[config.mk]
export PLATFORM = sky130hd
export DESIGN_NAME = spi_txn_arbiter
export DESIGN_NICKNAME = d
export VERILOG_FILES = /design/src/rtl/spi_txn_pkg.sv /design/src/rtl/rr_arbiter2.sv /design/src/rtl/spi_txn_arbiter.sv
export SDC_FILE = /design/constraint.sdc
export NUM_CORES = 1
export LEC_CHECK = 0
export CORE_MARGIN = 4
export CORE_UTILIZATION = 26
export CTS_CLUSTER_DIAMETER = 200
export DETAILED_ROUTE_END_ITERATION = 6
export PLACE_DENSITY = 0.54
export SLEW_MARGIN = 20
export SYNTH_ARGS = -nofsm -noshare
export SYNTH_HDL_FRONTEND = slang
export SYNTH_SLANG_ARGS = --single-unit
[constraint.sdc]
create_clock -name clk -period 3.3 [get_ports clk]
set_clock_uncertainty 0.1 [all_clocks]
set_input_delay 0.66 -clock clk [delete_from_list [all_inputs] [get_ports clk]]
set_output_delay 0.66 -clock clk [all_outputs]
set_load 0.01 [all_outputs]
[src/rtl/spi_txn_pkg.sv]
// Shared types and constants for the SPI transaction arbiter.
// Byte engine command codes and transaction FSM states.
package spi_txn_pkg;

   localparam logic [7:0] CMD_WRITE       = 8'h0A;
   localparam logic [7:0] CMD_READ        = 8'h0B;
   localparam int         DEFAULT_NCS_GAP = 8;

   typedef enum logic [2:0] {
      ST_IDLE,
      ST_SETUP,
      ST_CMD,
      ST_ADDR,
      ST_DATA,
      ST_HOLD,
      ST_GAP
   } state_t;

   function automatic logic len_bad(input logic [2:0] len, input int max_bytes);
      return (len == 3'd0) || (int'(len) > max_bytes);
   endfunction

   function automatic logic [7:0] byte_of(input logic [31:0] w, input logic [1:0] k);
      return w[{k, 3'b000} +: 8];
   endfunction

endpackage

[src/rtl/rr_arbiter2.sv]
// Two-way round-robin arbiter: combinational grant, registered last-served pointer.
// The pointer updates only on the strobe, so it tracks the current owner after a latch.
module rr_arbiter2 (
   input  logic       clk,
   input  logic       rst,
   input  logic [1:0] req,
   input  logic       upd,
   output logic [1:0] gnt,
   output logic       last
);

   always_comb begin
      gnt = req;
      if (req[0] && req[1]) gnt = last ? 2'b01 : 2'b10;
   end

   // Reset as if requester 1 was served last, so requester 0 wins first.
   always_ff @(posedge clk) begin
      if (rst)                last <= 1'b1;
      else if (upd && |gnt)   last <= gnt[1];
   end

endmodule

[src/rtl/spi_txn_arbiter.sv]
// Arbitrates two register-access requesters onto one SPI byte engine, framing
// each transaction with chip select and assembling read data into one word.
module spi_txn_arbiter
   import spi_txn_pkg::*;
#(
   parameter int NCS_GAP   = DEFAULT_NCS_GAP,
   parameter int MAX_BYTES = 4
) (
   input  logic        clk,
   input  logic        rst,
   input  logic        req0,
   input  logic        req1,
   input  logic        rw0,
   input  logic        rw1,
   input  logic [7:0]  addr0,
   input  logic [7:0]  addr1,
   input  logic [2:0]  len0,
   input  logic [2:0]  len1,
   input  logic [31:0] wdata0,
   input  logic [31:0] wdata1,
   output logic        gnt0,
   output logic        gnt1,
   output logic        done0,
   output logic        done1,
   output logic        err,
   output logic [31:0] rdata,
   output logic        byte_start,
   output logic [7:0]  byte_tx,
   input  logic        byte_done,
   input  logic [7:0]  byte_rx,
   output logic        ncs_o,
   output logic        clk_enable
);

   localparam int GW = $clog2(NCS_GAP);

   state_t         state;
   logic [1:0]     arb_gnt;
   logic           last;
   logic           latch;
   logic           rw_q;
   logic [7:0]     addr_q;
   logic [2:0]     len_q;
   logic [31:0]    wdata_q;
   logic           bad_q;
   logic [2:0]     idx;
   logic [GW-1:0]  gap_cnt;
   logic           sel_rw;
   logic [7:0]     sel_addr;
   logic [2:0]     sel_len;
   logic [31:0]    sel_wdata;

   assign latch = (state == ST_IDLE) && (req0 || req1);

   rr_arbiter2 u_arb (
      .clk  (clk),
      .rst  (rst),
      .req  ({req1, req0}),
      .upd  (latch),
      .gnt  (arb_gnt),
      .last (last)
   );

   always_comb begin
      sel_rw    = arb_gnt[1] ? rw1    : rw0;
      sel_addr  = arb_gnt[1] ? addr1  : addr0;
      sel_len   = arb_gnt[1] ? len1   : len0;
      sel_wdata = arb_gnt[1] ? wdata1 : wdata0;
   end

   // After the latch, 'last' names the current owner for the rest of the transaction.
   always_ff @(posedge clk) begin
      if (rst) begin
         state      <= ST_IDLE;
         gnt0       <= 1'b0;
         gnt1       <= 1'b0;
         done0      <= 1'b0;
         done1      <= 1'b0;
         err        <= 1'b0;
         rdata      <= '0;
         byte_start <= 1'b0;
         byte_tx    <= '0;
         ncs_o      <= 1'b1;
         clk_enable <= 1'b0;
         rw_q       <= 1'b0;
         addr_q     <= '0;
         len_q      <= '0;
         wdata_q    <= '0;
         bad_q      <= 1'b0;
         idx        <= '0;
         gap_cnt    <= '0;
      end else begin
         byte_start <= 1'b0;
         done0      <= 1'b0;
         done1      <= 1'b0;
         err        <= 1'b0;
         case (state)
            ST_IDLE: if (latch) begin
               rw_q    <= sel_rw;
               addr_q  <= sel_addr;
               len_q   <= sel_len;
               wdata_q <= sel_wdata;
               bad_q   <= len_bad(sel_len, MAX_BYTES);
               rdata   <= '0;
               gnt0    <= arb_gnt[0];
               gnt1    <= arb_gnt[1];
               if (!len_bad(sel_len, MAX_BYTES)) begin
                  ncs_o      <= 1'b0;
                  clk_enable <= 1'b1;
               end
               state <= ST_SETUP;
            end
            // An illegal length completes through a one-cycle GAP so the
            // requester has dropped req before IDLE looks again.
            ST_SETUP: if (bad_q) begin
               done0   <= !last;
               done1   <= last;
               err     <= 1'b1;
               gap_cnt <= '0;
               state   <= ST_GAP;
            end else begin
               byte_start <= 1'b1;
               byte_tx    <= rw_q ? CMD_WRITE : CMD_READ;
               state      <= ST_CMD;
            end
            ST_CMD: if (byte_done) begin
               byte_start <= 1'b1;
               byte_tx    <= addr_q;
               state      <= ST_ADDR;
            end
            ST_ADDR: if (byte_done) begin
               byte_start <= 1'b1;
               byte_tx    <= rw_q ? byte_of(wdata_q, 2'd0) : 8'h00;
               idx        <= '0;
               state      <= ST_DATA;
            end
            ST_DATA: if (byte_done) begin
               if (!rw_q) rdata[{idx[1:0], 3'b000} +: 8] <= byte_rx;
               if (idx == len_q - 3'd1) begin
                  clk_enable <= 1'b0;
                  state      <= ST_HOLD;
               end else begin
                  idx        <= idx + 3'd1;
                  byte_start <= 1'b1;
                  byte_tx    <= rw_q ? byte_of(wdata_q, idx[1:0] + 2'd1) : 8'h00;
               end
            end
            ST_HOLD: begin
               ncs_o   <= 1'b1;
               done0   <= !last;
               done1   <= last;
               gap_cnt <= GW'(NCS_GAP - 1);
               state   <= ST_GAP;
            end
            ST_GAP: begin
               gnt0 <= 1'b0;
               gnt1 <= 1'b0;
               if (gap_cnt == '0) state   <= ST_IDLE;
               else               gap_cnt <= gap_cnt - 1'b1;
            end
            default: state <= ST_IDLE;
         endcase
      end
   end

endmodule
### After elaboration in Yosys (flattened, before gate mapping)

Index checks and enable logic that the tools add are counted.

| storage, ports and cells | value |
|---|---|
| register bits after elaboration | 103 |
| input port bits | 101 |
| word-level logic and storage cells | 132 |

| cells by class | value |
|---|---|
| add/sub/neg operators | 5 |
| order comparisons | 1 |
| equal/unequal tests | 19 |
| shift operators | 3 |
| multiplexer cells | 57 |
| bitwise operators | 1 |
| reduce and logical (&&, ||, !) cells | 27 |

Operators by type and width:

| cell | count |
|---|---|
| $mux 32 | 4 |
| $mux 8 | 8 |
| $pmux 32 s2 | 1 |
| $mux 3 | 13 |
| $bwmux 32 | 1 |
| $pmux 8 s4 | 1 |
| $shift 8x7->32 const A | 1 |
| $shiftx 32x6->8 | 1 |
| $shiftx 8x7->32 | 1 |
| $ne 2x2->1 const B | 11 |
| $pmux 3 s7 | 1 |
| $mux 1 | 17 |
| $pmux 1 s2 | 6 |
| $reduce_and 6->1 | 2 |
| $eq 3x3->1 const B | 3 |
| $logic_not 3->1 | 3 |
| $pmux 3 s3 | 1 |
| $reduce_and 4->1 | 2 |
| $reduce_bool 2->1 | 4 |
| $neg 5->7 | 1 |
| $eq 3x2->1 const B | 2 |
| $pmux 3 s2 | 1 |
| $reduce_and 3->1 | 2 |
| $reduce_or 2->1 | 3 |
| 17 further kinds | 23 |

### Longest topological paths before layout

| depth | value |
|---|---|
| depth in word-level cells | 8 |
| mapped depth | 7 |

### Hierarchy

Synthesis repeated with hierarchy kept, for this count alone.

| second synthesis, totals | value |
|---|---|
| cells, all modules | 553 |
| area, all modules | 5117.4 µm² |

Modules (own cells, without submodules):

| module | instances | cells each | area each (µm²) | seq. area each (µm²) |
|---|---|---|---|---|
| spi_txn_arbiter | 1 | 546 | 5056.1 | 2042.0 |
| rr_arbiter2 | 1 | 7 | 61.3 | 20.0 |

### Least setup slack after synthesis

No wires, ideal clock.

| timing | value |
|---|---|
| path kind | register to register |
| start point | register idx[0] |
| end point | register byte_tx[1] |
| setup time | 0.116 ns |
| arrival time | 2.196 ns |
| data required time | 3.084 ns |
| slack | 0.888 ns |
| stages on the path, launching flop included | 8 |
| path buffers | 1 |
| period minus slack after synthesis | 2.412 ns |
| cells stage by stage | dfxtp_1 > inv_1 > ha_1 > buf_2 > mux4_2 > a222oi_1 > o211ai_1 > o211a_1 |

| on the way | value |
|---|---|
| word-level cells in the longest chain between the ends | 6 |

RTL lines:

| element | RTL line | text |
|---|---|---|
| from (decl) | spi_txn_arbiter.sv:46 | `logic [2:0] idx;` |
| from (signal assigned) | spi_txn_arbiter.sv:143 | `idx <= idx + 3'd1;` |
| $add 2x1->2 | spi_txn_arbiter.sv:145 | `byte_tx <= rw_q ? byte_of(wdata_q, idx[1:0] + 2'd1) : 8'h00;` |
| $shiftx 32x6->8 | spi_txn_pkg.sv:24 | `return w[{k, 3'b000} +: 8];` |
| $mux 8 | spi_txn_arbiter.sv:145 |  |
| $mux 8 | spi_txn_arbiter.sv:139 | `if (idx == len_q - 3'd1) begin` |
| $mux 8 | spi_txn_arbiter.sv:137 | `ST_DATA: if (byte_done) begin` |
| $pmux 8 s4 | spi_txn_arbiter.sv:97 | `case (state)` |
| to (signal assigned) | spi_txn_arbiter.sv:123 | `byte_tx <= rw_q ? CMD_WRITE : CMD_READ;` |
| to (signal assigned) | spi_txn_arbiter.sv:133 | `byte_tx <= rw_q ? byte_of(wdata_q, 2'd0) : 8'h00;` |
| to (signal assigned) | spi_txn_arbiter.sv:145 |  |
| to (decl) | spi_txn_arbiter.sv:28 | `output logic [7:0] byte_tx,` |

Parallel ways exist; a longest one is shown, timed or not. The select of a mux whose other input is x is not followed.
A chain may end at the register's enable or synchronous reset.

### Final worst setup path

| timing | value |
|---|---|
| start point | register idx[1] |
| end point | register byte_tx[7] |

The elaborated chain is that of the path after synthesis.

==> summary.md <==
| Metric | Value |
|---|---|
| Die area | `22,100 sq um` |
| Worst min path class | `reg2reg` |
| Non-filler cells, final | `942` |
| Die width | `149 um` |
| Syn_area_per_cell | `9.37 sq um` |
| Synth cell types | `67` |
| Total CTS buffers | `9` |
| Worst-path clk slew | `0.07 ns` |
| CTS tree | `built` |
| Pin count of the biggest net entering global routing | `75` |
| Crit path max fanout | `7` |
| Final hold vios | `0` |
| Pleak | `0.00245 uW` |
| Rows | `51` |
| Number of clock sinks | `103` |
| Final setup margin | `0.743 ns` |
| Layout area overhead | `39.0%` |
| Routed WL | `15.2 mm` |
| Nets | `780` |
| Hold_buf cts | `0` |
| Clk Latency, worst-skew pair | `0.35 ns` |
| Crit Path Category | `reg2reg` |
| Gr ovfl total | `0` |
| Via/cell ratio | `4.87` |
| Fin crit share | `0.775` |
| Number of synthesized flops with an enable pin | `0` |
| DRT antenna net count | `0` |
| Dpl hpwl | `11.8 mm` |
| Post-CTS resize count | `0` |
| Worst Path Arrival | `2.69 ns` |
| Outcome | `completed` |
| Vias in the first global route | `4,549` |
| Drt drc | `0` |
| Seq/Total Area, Yosys | `0.401` |
| Wire length per cell | `16.1 um` |
| Main area contributors after synthesis | `dfxtp_1 40%, mux2i_1 8.8%, a211oi_1 7.0%, a21oi_1 4.3%, nor2_1 3.9%` |
| PnR Total Power | `3570 uW` |
| Crit path required time | `3.43 ns` |
| Mapped cell area | `5140 sq um` |
| Antenna Cells | `0` |
| First-pass GRT wire length | `23.9 mm` |
| CP endpoint kind | `flop` |
| Post-synth net total | `656` |
| RSZ-0062 raised after global routing | `false` |
| Worst vdd ir | `0.235 mV` |
| Commonest non-fill, non-tap cells in the layout | `147 x clkdlybuf4s50_1, 103 x dfxtp_1, 54 x nor2_1` |
| Initial antenna violation count | `0` |
| Die height | `149 um` |
| Setup TNS | `0 ns` |
| Seq cells post-synth | `103` |
| Ys async rst share | `0` |
| Final setup violation count | `0` |
| Pre-CTS setup slack | `0.520 ns` |
| DRT iter0 DRCs | `212` |
| CP Launch Type | `flop` |
| Via Count | `4,591` |
| Synthesized instance count | `548` |
| Rel. slew slack | `0.440` |
| Share of the synthesized area in the top cell type | `0.401` |
| Final Critical Period | `2.56 ns` |
| Fin util | `0.367` |
| Starting Density | `0.264` |
| Pins Over Slew Limit | `0` |
| Max Clk Rate | `391 MHz` |
| PD cells | `500 nW/um^2` |
| GRT Util Overall | `0.137` |
| Worst slew pin tran | `0.834 ns` |
| DRT Pass-1 Iters | `4` |
| Yosys warning count | `0` |
| Number of port buffers | `148` |
| Placeable Area | `19,500 sq um` |
| Layout cell share with drive strength beyond 1 | `0.0768` |
| Post-CTS setup buffer count | `0` |
| Placed insts | `926` |
| Max Buffers Root-to-Sink | `2` |
| IO Pins | `149` |
| MaxCap Viol Count | `0` |
| Cell type with the largest total area after synthesis | `dfxtp_1` |
| CTS root buf | `clkbuf_16` |
| Most common cell after layout, fill and taps aside | `clkdlybuf4s50_1` |
| Number of H-tree levels | `3` |
| Most used DFF post-synth | `dfxtp_1` |
| Placer Congestion | `0.808` |
stage by stage:
stage          hold WS, ns  area [sq um]
2_1_floorplan        0.357          5140
3_3_place_gp         0.343          6830
3_5_place_dp         0.348          6830
4_1_cts              0.358          7140
5_1_grt              0.387          7140
6_report             0.358          7140
layer usage:
metal	up-vias	track usage	wire [um]
met4	0	0.0439	240
met2	170	0.226	7140
met3	18	0.0445	1200
li1	2288	-	-
met5	-	0	0
met1	2115	0.170	6580
flip-flops by register name, summed over array words and instances, names as in the netlist:
register    count
rdata          32
gap_cnt         3
done0           1
gnt1            1
wdata_q        32
byte_start      1
len_q           3
err             1
ncs_o           1
state           3
done1           1
gnt0            1
byte_tx         8
idx             3
rw_q            1
addr_q          8
bad_q           1
clk_enable      1
u_arb.last      1
where the power goes:
| group | leakage [uW] | total [uW] | internal [uW] | switching, uW |
|---|---|---|---|---|
| clock | 0.000145 | 1100 | 631 | 465 |
| combinational | 0.00146 | 942 | 456 | 486 |
| sequential | 0.000844 | 1530 | 1390 | 144 |
| total | 0.00245 | 3570 | 2480 | 1090 |
cell families after synthesis:
| group | synth area share |
|---|---|
| fa+ha+maj | 0.0171 |
| mux | 0.125 |
| simple gates | 0.197 |
| compound gates | 0.197 |
| flops | 0.401 |
| xor+xnor | 0.00804 |
| buf+inv | 0.0548 |
final cells by class:
type / count / area (sq um)
Clock buffer: 12 / 256
Clock inverter: 4 / 53.8
Fill cell: 1981 / 12300
Inverter: 12 / 45.0
Multi-Input combinational cell: 387 / 2810
Sequential cell: 103 / 2060
Tap cell: 265 / 332
Timing Repair Buffer: 159 / 1580
final timing paths:
| check | start | to | slack [ns] | cells after the start |
|---|---|---|---|---|
| worst max-delay path | idx[1] | byte_tx[7] | 0.74 | 7 |
| worst min-delay path | rdata[30] | rdata[30] | 0.36 | 2 |
| worst max register to register | idx[1] | byte_tx[7] | 0.74 | 7 |
| worst min register to register | rdata[30] | rdata[30] | 0.36 | 2 |
cell usage after synthesis, types with 3 or more instances:
library cell,count
a211oi_1,48
a21oi_1,44
a22o_1,6
and2_1,7
buf_2,17
buf_4,7
clkbuf_1,19
dfxtp_1,103
ha_1,7
inv_1,11
mux2i_1,45
mux4_2,8
nand2_1,21
nand2b_1,20
nand3_1,21
nand4_1,17
nor2_1,54
nor2b_1,5
nor3_1,6
nor3b_1,3
nor4b_1,3
o21ai_0,8
o221ai_1,6
or3_1,3
critical path, cell delays in order (launching register included):
cell	delay, ns
dfxtp_1	0.42
inv_1	0.11
ha_1	0.56
buf_4	0.27
mux4_2	0.50
and2_1	0.17
o221ai_1	0.21
a21oi_1	0.09
(Power assumes the default switching activity.)
